<file path="src/rtl/branch_resolve_bht.sv">
// branch_resolve_bht: D-stage branch resolution with a 2-bit saturating-counter BHT.
//
// Purpose:
//   Evaluates the branch condition between two forwarded operands and raises a
//   misprediction flush when the outcome differs from the prediction that came
//   down the pipe. A BHT of 2-bit counters, indexed by PC, supplies a
//   zero-latency prediction to the F stage. When the D stage is not stalled,
//   each resolved branch trains the counter at idx(res_pc).
//
// Parameters:
//   WIDTH      operand width (>= 2)
//   BHT_DEPTH  number of BHT entries, power of 2 in 2..256
//   IDX_LO     lowest PC bit used for the BHT index
//
// Ports:
//   clk, reset       rising-edge clock; asynchronous active-high reset
//   lookup_pc        F-stage PC            -> predict_taken (combinational)
//   res_valid        D-stage instruction valid
//   res_pc           PC of the branch being resolved
//   num1, num2       forwarded rs / rt operands
//   comparesel       condition select (1..10 are branches; others are not)
//   res_pred_taken   prediction originally made for this branch
//   stall            D stage frozen; blocks BHT and statistics updates
//   res_taken        resolved outcome (combinational)
//   mispredict       flush request (combinational)
//   branch_cnt       resolved-branch count (BHT_STATS_EN only, else 0)
//   mispred_cnt      misprediction count   (BHT_STATS_EN only, else 0)
//
// Build option:
//   BHT_STATS_EN  when defined, builds the branch and misprediction counters.

module branch_resolve_bht #(
  parameter int unsigned WIDTH     = 32,
  parameter int unsigned BHT_DEPTH = 64,
  parameter int unsigned IDX_LO    = 2
) (
  input  logic             clk,
  input  logic             reset,
  input  logic [31:0]      lookup_pc,
  output logic             predict_taken,
  input  logic             res_valid,
  input  logic [31:0]      res_pc,
  input  logic [WIDTH-1:0] num1,
  input  logic [WIDTH-1:0] num2,
  input  logic [3:0]       comparesel,
  input  logic             res_pred_taken,
  input  logic             stall,
  output logic             res_taken,
  output logic             mispredict,
  output logic [31:0]      branch_cnt,
  output logic [31:0]      mispred_cnt
);

  localparam int unsigned IW = $clog2(BHT_DEPTH);

  logic [IW-1:0] lookup_idx;
  logic [IW-1:0] res_idx;
  logic          cond;
  logic          is_br;
  logic          upd;
  logic [1:0]    bht [BHT_DEPTH];
  logic [1:0]    cur_ctr;
  logic [1:0]    nxt_ctr;

  // PC bits outside the index window are intentionally ignored.
  logic unused_pc_bits;
  assign unused_pc_bits = ^{lookup_pc, res_pc};

  assign lookup_idx = lookup_pc[IDX_LO +: IW];
  assign res_idx    = res_pc[IDX_LO +: IW];

  always_comb begin
    cond = 1'b0;
    case (comparesel)
      4'd1:    cond = (num1 == num2);
      4'd2:    cond = (num1 != num2);
      4'd3:    cond = (num1 == '0) || num1[WIDTH-1];
      4'd4:    cond = !num1[WIDTH-1] && (num1 != '0);
      4'd5:    cond = num1[WIDTH-1];
      4'd6:    cond = !num1[WIDTH-1];
      4'd7:    cond = ($signed(num1) <  $signed(num2));
      4'd8:    cond = ($signed(num1) >= $signed(num2));
      4'd9:    cond = (num1 <  num2);
      4'd10:   cond = (num1 >= num2);
      default: cond = 1'b0;
    endcase
  end

  assign is_br      = res_valid && (comparesel >= 4'd1) && (comparesel <= 4'd10);
  assign res_taken  = is_br && cond;
  assign mispredict = is_br && (res_taken != res_pred_taken);
  assign upd        = is_br && !stall;

  // Prediction reads the stored counter directly; an update in the same cycle
  // becomes visible only after the edge.
  assign predict_taken = bht[lookup_idx][1];

  assign cur_ctr = bht[res_idx];

  always_comb begin
    nxt_ctr = cur_ctr;
    if (res_taken) begin
      if (cur_ctr != 2'b11) nxt_ctr = cur_ctr + 2'd1;
    end else begin
      if (cur_ctr != 2'b00) nxt_ctr = cur_ctr - 2'd1;
    end
  end

  always_ff @(posedge clk or posedge reset) begin
    if (reset) begin
      for (int i = 0; i < BHT_DEPTH; i++) begin
        bht[i] <= 2'b01;
      end
    end else if (upd) begin
      bht[res_idx] <= nxt_ctr;
    end
  end

`ifdef BHT_STATS_EN
  logic [31:0] branch_cnt_q;
  logic [31:0] mispred_cnt_q;

  always_ff @(posedge clk or posedge reset) begin
    if (reset) begin
      branch_cnt_q  <= 32'd0;
      mispred_cnt_q <= 32'd0;
    end else if (upd) begin
      branch_cnt_q <= branch_cnt_q + 32'd1;
      if (mispredict) mispred_cnt_q <= mispred_cnt_q + 32'd1;
    end
  end

  assign branch_cnt  = branch_cnt_q;
  assign mispred_cnt = mispred_cnt_q;
`else
  assign branch_cnt  = 32'd0;
  assign mispred_cnt = 32'd0;
`endif

endmodule

</file>
<file path="config.mk">
export PLATFORM = sky130hd
export DESIGN_NAME = branch_resolve_bht
export DESIGN_NICKNAME = d
export VERILOG_FILES = /design/src/rtl/branch_resolve_bht.sv
export SDC_FILE = /design/constraint.sdc
export NUM_CORES = 1
export LEC_CHECK = 0
export BUFFER_PORTS_ARGS = -buffer_cell sky130_fd_sc_hd__clkbuf_2
export CAP_MARGIN = 10
export CORE_UTILIZATION = 50
export CTS_BUF_LIST = sky130_fd_sc_hd__clkbuf_16
export CTS_CLUSTER_DIAMETER = 50
export DETAILED_ROUTE_END_ITERATION = 10
export PLACE_DENSITY = 0.73
export SETUP_SLACK_MARGIN = 0.02
export SLEW_MARGIN = 20
export SYNTH_ARGS = -nofsm -noshare
export SYNTH_HDL_FRONTEND = slang
export SYNTH_SLANG_ARGS = --single-unit
</file>
<file path="constraint.sdc">
create_clock -name clk -period 4.1 [get_ports clk]
set_input_delay 0.41 -clock clk [delete_from_list [all_inputs] [get_ports clk]]
set_output_delay 0.41 -clock clk [all_outputs]
set_load 0.1 [all_outputs]
</file>
==> results of run 1 <==
==> report_power, final <==
part / internal (mW) / switching [mW]
combinational: 0.387 / 0.815
clock: 1.00 / 0.585
sequential: 1.44 / 0.0889
==> metrics by stage <==
stage / total power, mW / cells / setup slack, ns
floorplan: 2.49 / 1268 / 0.296
global placement: 2.70 / 1491 / 0.337
detailed placement: 2.72 / 1491 / 0.312
CTS: 4.30 / 1523 / 0.311
global route: 4.47 / 1523 / 0.115
finish: 4.31 / 1523 / 0.326
==> Yosys cell counts (all sizes together), types with 11 or more instances <==
master  number
nand2b      67
mux2i       12
o21ai      137
nor4        11
nor2        80
inv         37
o31ai       64
mux4        39
nand2       93
dfstp       64
a21oi       21
buf        118
ha          32
a31oi      130
and2        76
clkbuf      49
dfrtp       64
==> logic make-up after synthesis <==
family          count (synthesis)  share of synthesized area
compound gates                401                      0.240
simple gates                  377                      0.188
buf+inv                       204                      0.109
flops                         128                      0.316
mux                            61                      0.107
fa+ha+maj                      32                     0.0385
other cells                     1                   0.000361
xor+xnor                        1                   0.000842
==> routing by layer <==
layer,routed length (um),vias up
met5,0,-
met4,1430,0
met3,3040,114
li1,-,4400
met2,14200,615
met1,12500,4572
==> how the worst min path moves through the flow <==
stage                          from                   end  slack (ns)
2_1_floorplan  bht[103]$_DFFE_PP0P_  bht[103]$_DFFE_PP0P_        0.55
3_3_place_gp   bht[103]$_DFFE_PP0P_  bht[103]$_DFFE_PP0P_        0.58
3_5_place_dp   bht[103]$_DFFE_PP0P_  bht[103]$_DFFE_PP0P_        0.60
4_1_cts                       reset   bht[53]$_DFFE_PP0P_        0.19
5_1_grt                       reset   bht[53]$_DFFE_PP0P_        0.24
6_report                      reset   bht[53]$_DFFE_PP0P_        0.16
==> final cells by class <==
| class | instances | area share |
|---|---|---|
| multi-input combinational | 936 | 0.547 |
| tap | 270 | 0.0296 |
| clock buffer | 17 | 0.0373 |
| clock inverter | 15 | 0.0153 |
| timing repair buffer | 120 | 0.0710 |
| inverter | 37 | 0.0124 |
| sequential | 128 | 0.288 |
==> critical path, stage by stage <==
cell	delay [ns]
clkbuf_2	0.12
ha_1	0.43
nand4_1	0.20
nor4_1	0.49
nand4_1	0.17
mux2i_1	0.16
a2111o_1	0.46
a211oi_4	0.35
mux2_2	0.40
buf_12	0.17
==> cell usage in the layout, fill, tap and decap left out, types with 3 or more instances in the layout <==
cell type and n:
o22ai_1 4, o21ai_0 125, nand4_1 10, dfstp_2 64, mux4_2 39, clkbuf_2 86, buf_4 24, buf_12 10
nand3b_1 8, inv_1 36, clkbuf_16 17, and2_1 76, clkinv_2 5, a31oi_1 130, dfrtp_1 64, nor3b_1 4
clkinv_1 3, nand2b_1 67, a22oi_1 7, nand2_1 92, nor2_1 79, nor3_1 5, ha_1 32, nor2b_1 6
o21ai_1 12, mux2_2 8, nor4_1 10, and3b_1 3, nand3_1 4, or3b_2 3, o211ai_1 3, a21o_1 3
bufinv_16 4, a21oi_1 21, a221oi_1 5, o31ai_1 64, mux2i_1 12, conb_1 64
==> impl_metrics.toml, run 1 <==
[layout]
antenna_cells = 0
syn_to_final_growth_pct = 9.76
largest_register_ffs = 128
top_register = "bht"
fin_util = 0.562
nets = 1409
reg_top3 = "bht x128"
drive_gt1_frac = 0.216
regArea_um2 = 3280
stdcell_area_um2 = 11400
fillers = 1827
multi_input_area_um2 = 6240

[die]
dieHeight_um = 146
dieArea_um2 = 21400
start_util = 0.512
die_w_um = 146
io_pins = 204
coreArea_um2 = 20300
fp-row-count = 52

[synthesis]
synth_seq_cells = 128
synthTopCellsByArea = "dfstp_2 (16%), dfrtp_1 (15%), mux4_2 (8.4%)"
synth_edf_count = 0
synth_cells = 1205
yosysUniqueCellTypes = 65
synth_area_leader_cell = "dfstp_2"
synth_ff_type = "dfstp_2"
seq_area_frac_synth = 0.316
synth_area_um2 = 10400
synth_top_area_share = 0.162
ys_warn_count = 0
avgSynthCellArea_um2 = 8.63
async_reset_ff_frac = 1.00

[sta]
fmax_ghz = 0.265
tns_ns = 0
skew_ns = 0.0109
hold_violations = 0
slew_headroom = 0.395
min_period_ns = 3.77
slew_viol_final = 0
worst_pin_slew_ns = 0.907
whs_ns = 0.159
fin_crit_sh = 0.920
setup_violations = 0
rsz0062_at_grt = "no"

[clock_network]
cts_max_level = 4
cts_made_buffers = 17
hold_buffers = 0
cts_setup_buffers = 0
cts_max_path_buffers = 2
cts_tree = "done"
cts_sinks = 128
cts_resized = 0
cts.clk_slew.worst_paths_ns = 0.06
clk_latency_ns = 0.44
cts_root_buffer = "clkbuf_16"

[critical_path]
endpoint = "mispredict"
reg2reg_slack_ns = 1.14
critPathKind = "primary input to primary output"
critPathCaptureType = "primary output"
worstPathRequired_ns = 3.69
critPathArrivalTime_ns = 3.36
reg2reg_to = "bht[21]$_DFFE_PP0P_"
startpoint_type = "primary input"
cp_max_fo = 8
startpoint = "num1[31]"
r2r.worst_path.cells = 9
timing.rr.start = "bht[0]$_DFFE_PP1P_"

[global_route]
use_met3 = 0.0609
grt_usage = 0.296
grt_antenna_before_repair = 0
top_usage_layer = "met2"
grtUsageMet1 = 0.396
grt_pass1_wl_um = 49400
grt_pass1_vias = 9070
grt_overflow = 0
grt_max_degree = 128
grtUsageMet2 = 0.457

[routing]
wl_um = 31100
ant_nets = 0
drc_errors = 0
vias_per_cell = 6.37
vias = 9701
first_pass_iters = 6
wire_per_inst_um = 20.4
drtIter0Drc = 1041

[status]
outcome = "finished clean"

[flow_run]
cap_violations = 0

[min_path]
hold_class = "primary input to async pin"

[pwr]
power_density_nw_per_um2 = 378
p_leak_nw = 4.75
ir_drop_v = 0.000381

[placed_design]
gp_congestion = 0.881
io_buffers = 87
dp_hpwl_um = 19900
place_area_um2 = 10800
(Power assumes the default switching activity.)
==> run 2, diff against run 1 <==
--- a/config.mk
+++ b/config.mk
@@ -7,11 +7,13 @@
 export LEC_CHECK = 0
 export BUFFER_PORTS_ARGS = -buffer_cell sky130_fd_sc_hd__clkbuf_2
 export CAP_MARGIN = 10
-export CORE_UTILIZATION = 50
+export CELL_PAD_IN_SITES_DETAIL_PLACEMENT = 0
+export CELL_PAD_IN_SITES_GLOBAL_PLACEMENT = 1
+export CORE_UTILIZATION = 42
 export CTS_BUF_LIST = sky130_fd_sc_hd__clkbuf_16
 export CTS_CLUSTER_DIAMETER = 50
 export DETAILED_ROUTE_END_ITERATION = 10
-export PLACE_DENSITY = 0.73
+export PLACE_DENSITY_LB_ADDON = 0.1
 export SETUP_SLACK_MARGIN = 0.02
 export SLEW_MARGIN = 20
 export SYNTH_ARGS = -nofsm -noshare
==> constraint.sdc (replaced) <==
create_clock -name clk -period 3.9 [get_ports clk]
set_input_delay 0.39 -clock clk [delete_from_list [all_inputs] [get_ports clk]]
set_output_delay 0.39 -clock clk [all_outputs]
set_load 0.1 [all_outputs]
==> run 2 against run 1 <==
Global-route usage down 2.2 points. Highest routed layer unchanged. Sequential power up 5%. Sequential cell count unchanged. Critical path depth is the same. Clock power decreased by 3%. Register-to-register slack worse by 0.19 ns. Die area rose by 19%.
==> impl_metrics.toml, run 2 (synthesis results as in run 1) <==
[global_route]
grt_antenna_before_repair = 0
grt_max_degree = 116
grt_overflow = 0
grt_pass1_vias = 8898
grt_usage = 0.274
grt_pass1_wl_um = 53400

[critical_path]
endpoint = "mispredict"
startpoint = "num1[31]"
cp_max_fo = 4
reg2reg_to = "bht[11]$_DFFE_PP0P_"
critPathKind = "primary input to primary output"
startpoint_type = "primary input"
timing.rr.start = "bht[24]$_DFFE_PP1P_"
critPathArrivalTime_ns = 3.16
r2r.worst_path.cells = 8
critPathCaptureType = "primary output"
reg2reg_slack_ns = 0.95
worstPathRequired_ns = 3.51

[die]
die_w_um = 159
coreArea_um2 = 24300
dieHeight_um = 159
dieArea_um2 = 25400
start_util = 0.428
io_pins = 204
fp-row-count = 57

[layout]
syn_to_final_growth_pct = 10.0
layout_common_cells = "a31oi_1 (130), o21ai_0 (125), nand2_1 (92)"
reg_top3 = "bht x128"
stdcell_area_um2 = 11400
fin_cells = 1577
top_register = "bht"
layout_commonest_cell = "a31oi_1"
largest_register_ffs = 128
nets = 1409
antenna_cells = 0
drive_gt1_frac = 0.218

[routing]
drtIter0Drc = 916
vias_per_cell = 5.94
drc_errors = 0
vias = 9375
wire_per_inst_um = 21.6
wl_um = 34100
first_pass_iters = 8
ant_nets = 0

[placed_design]
gp_congestion = 0.811
post-place-ws_ns = 0.242
dp_hpwl_um = 22100
io_buffers = 87
placedCellCount = 1545
place_area_um2 = 10900

[clock_network]
cts.clk_slew.worst_paths_ns = 0.06
hold_buffers = 0
cts_setup_buffers = 0
cts_root_buffer = "clkbuf_16"
cts_resized = 0
cts_made_buffers = 17
cts_sinks = 128
cts_max_path_buffers = 2
clk_latency_ns = 0.43
cts_max_level = 4
cts_tree = "done"

[pwr]
ir_drop_v = 0.000229
power_density_nw_per_um2 = 386
p_leak_nw = 4.72

[sta]
hold_violations = 0
fin_crit_sh = 0.911
min_period_ns = 3.55
finalWorstSetupSlack_ns = 0.347
fmax_ghz = 0.281
rsz0062_at_grt = "no"
slew_viol_final = 0
tns_ns = 0
skew_ns = 0.00930
worst_pin_slew_ns = 0.816
slew_headroom = 0.456
setup_violations = 0

[status]
outcome = "finished clean"

[flow_run]
cap_violations = 0

[min_path]
hold_class = "primary input to async pin"
-- run 2: worst min-delay path by stage --
| stage | startpoint | cells after the start | to | slack (ns) |
|---|---|---|---|---|
| final | reset | 2 | bht[109]$_DFFE_PP0P_ | 0.05 |
| after global routing | reset | 2 | bht[109]$_DFFE_PP0P_ | 0.11 |
| after CTS | reset | 2 | bht[101]$_DFFE_PP0P_ | 0.09 |
| after detailed placement | reset | 2 | bht[101]$_DFFE_PP0P_ | 0.54 |
| after global placement | reset | 2 | bht[101]$_DFFE_PP0P_ | 0.55 |
| after floorplan | bht[103]$_DFFE_PP0P_ | 2 | bht[103]$_DFFE_PP0P_ | 0.55 |
-- run 2: where the power goes --
group	internal, mW	switching, mW	total (mW)
clock network	0.871	0.662	1.53
registers	1.51	0.0946	1.61
logic	0.410	0.872	1.28
-- run 2: cell type report --
cell class	count	area [um^2]
Sequential cell	128	3280
Tap cell	324	405
Clock buffer	17	425
Fill cell	2468	12900
Clock inverter	15	123
Inverter	37	141
Multi-Input combinational cell	936	6240
Timing Repair Buffer	120	826
-- run 2: critical path: stages --
cell	delay, ns
clkbuf_2	0.12
ha_1	0.31
nand4_1	0.18
nor4_1	0.43
nand4_1	0.22
mux2i_1	0.16
a2111o_1	0.47
a211oi_4	0.31
mux2_2	0.40
buf_12	0.17
-- run 2: metrics by stage --
stage	total power, mW	util	hold WS [ns]
2_1_floorplan	2.62	-	0.549
3_3_place_gp	2.89	0.448	0.546
3_5_place_dp	2.89	0.448	0.543
4_1_cts	4.42	0.471	0.0875
5_1_grt	4.60	0.471	0.105
6_report	4.42	0.471	0.0495
-- run 2: layer usage --
metal	global-route usage	wire length [um]
met4	0.0931	842
met3	0.0591	2410
met1	0.396	15900
met2	0.403	15000
met5	0	0
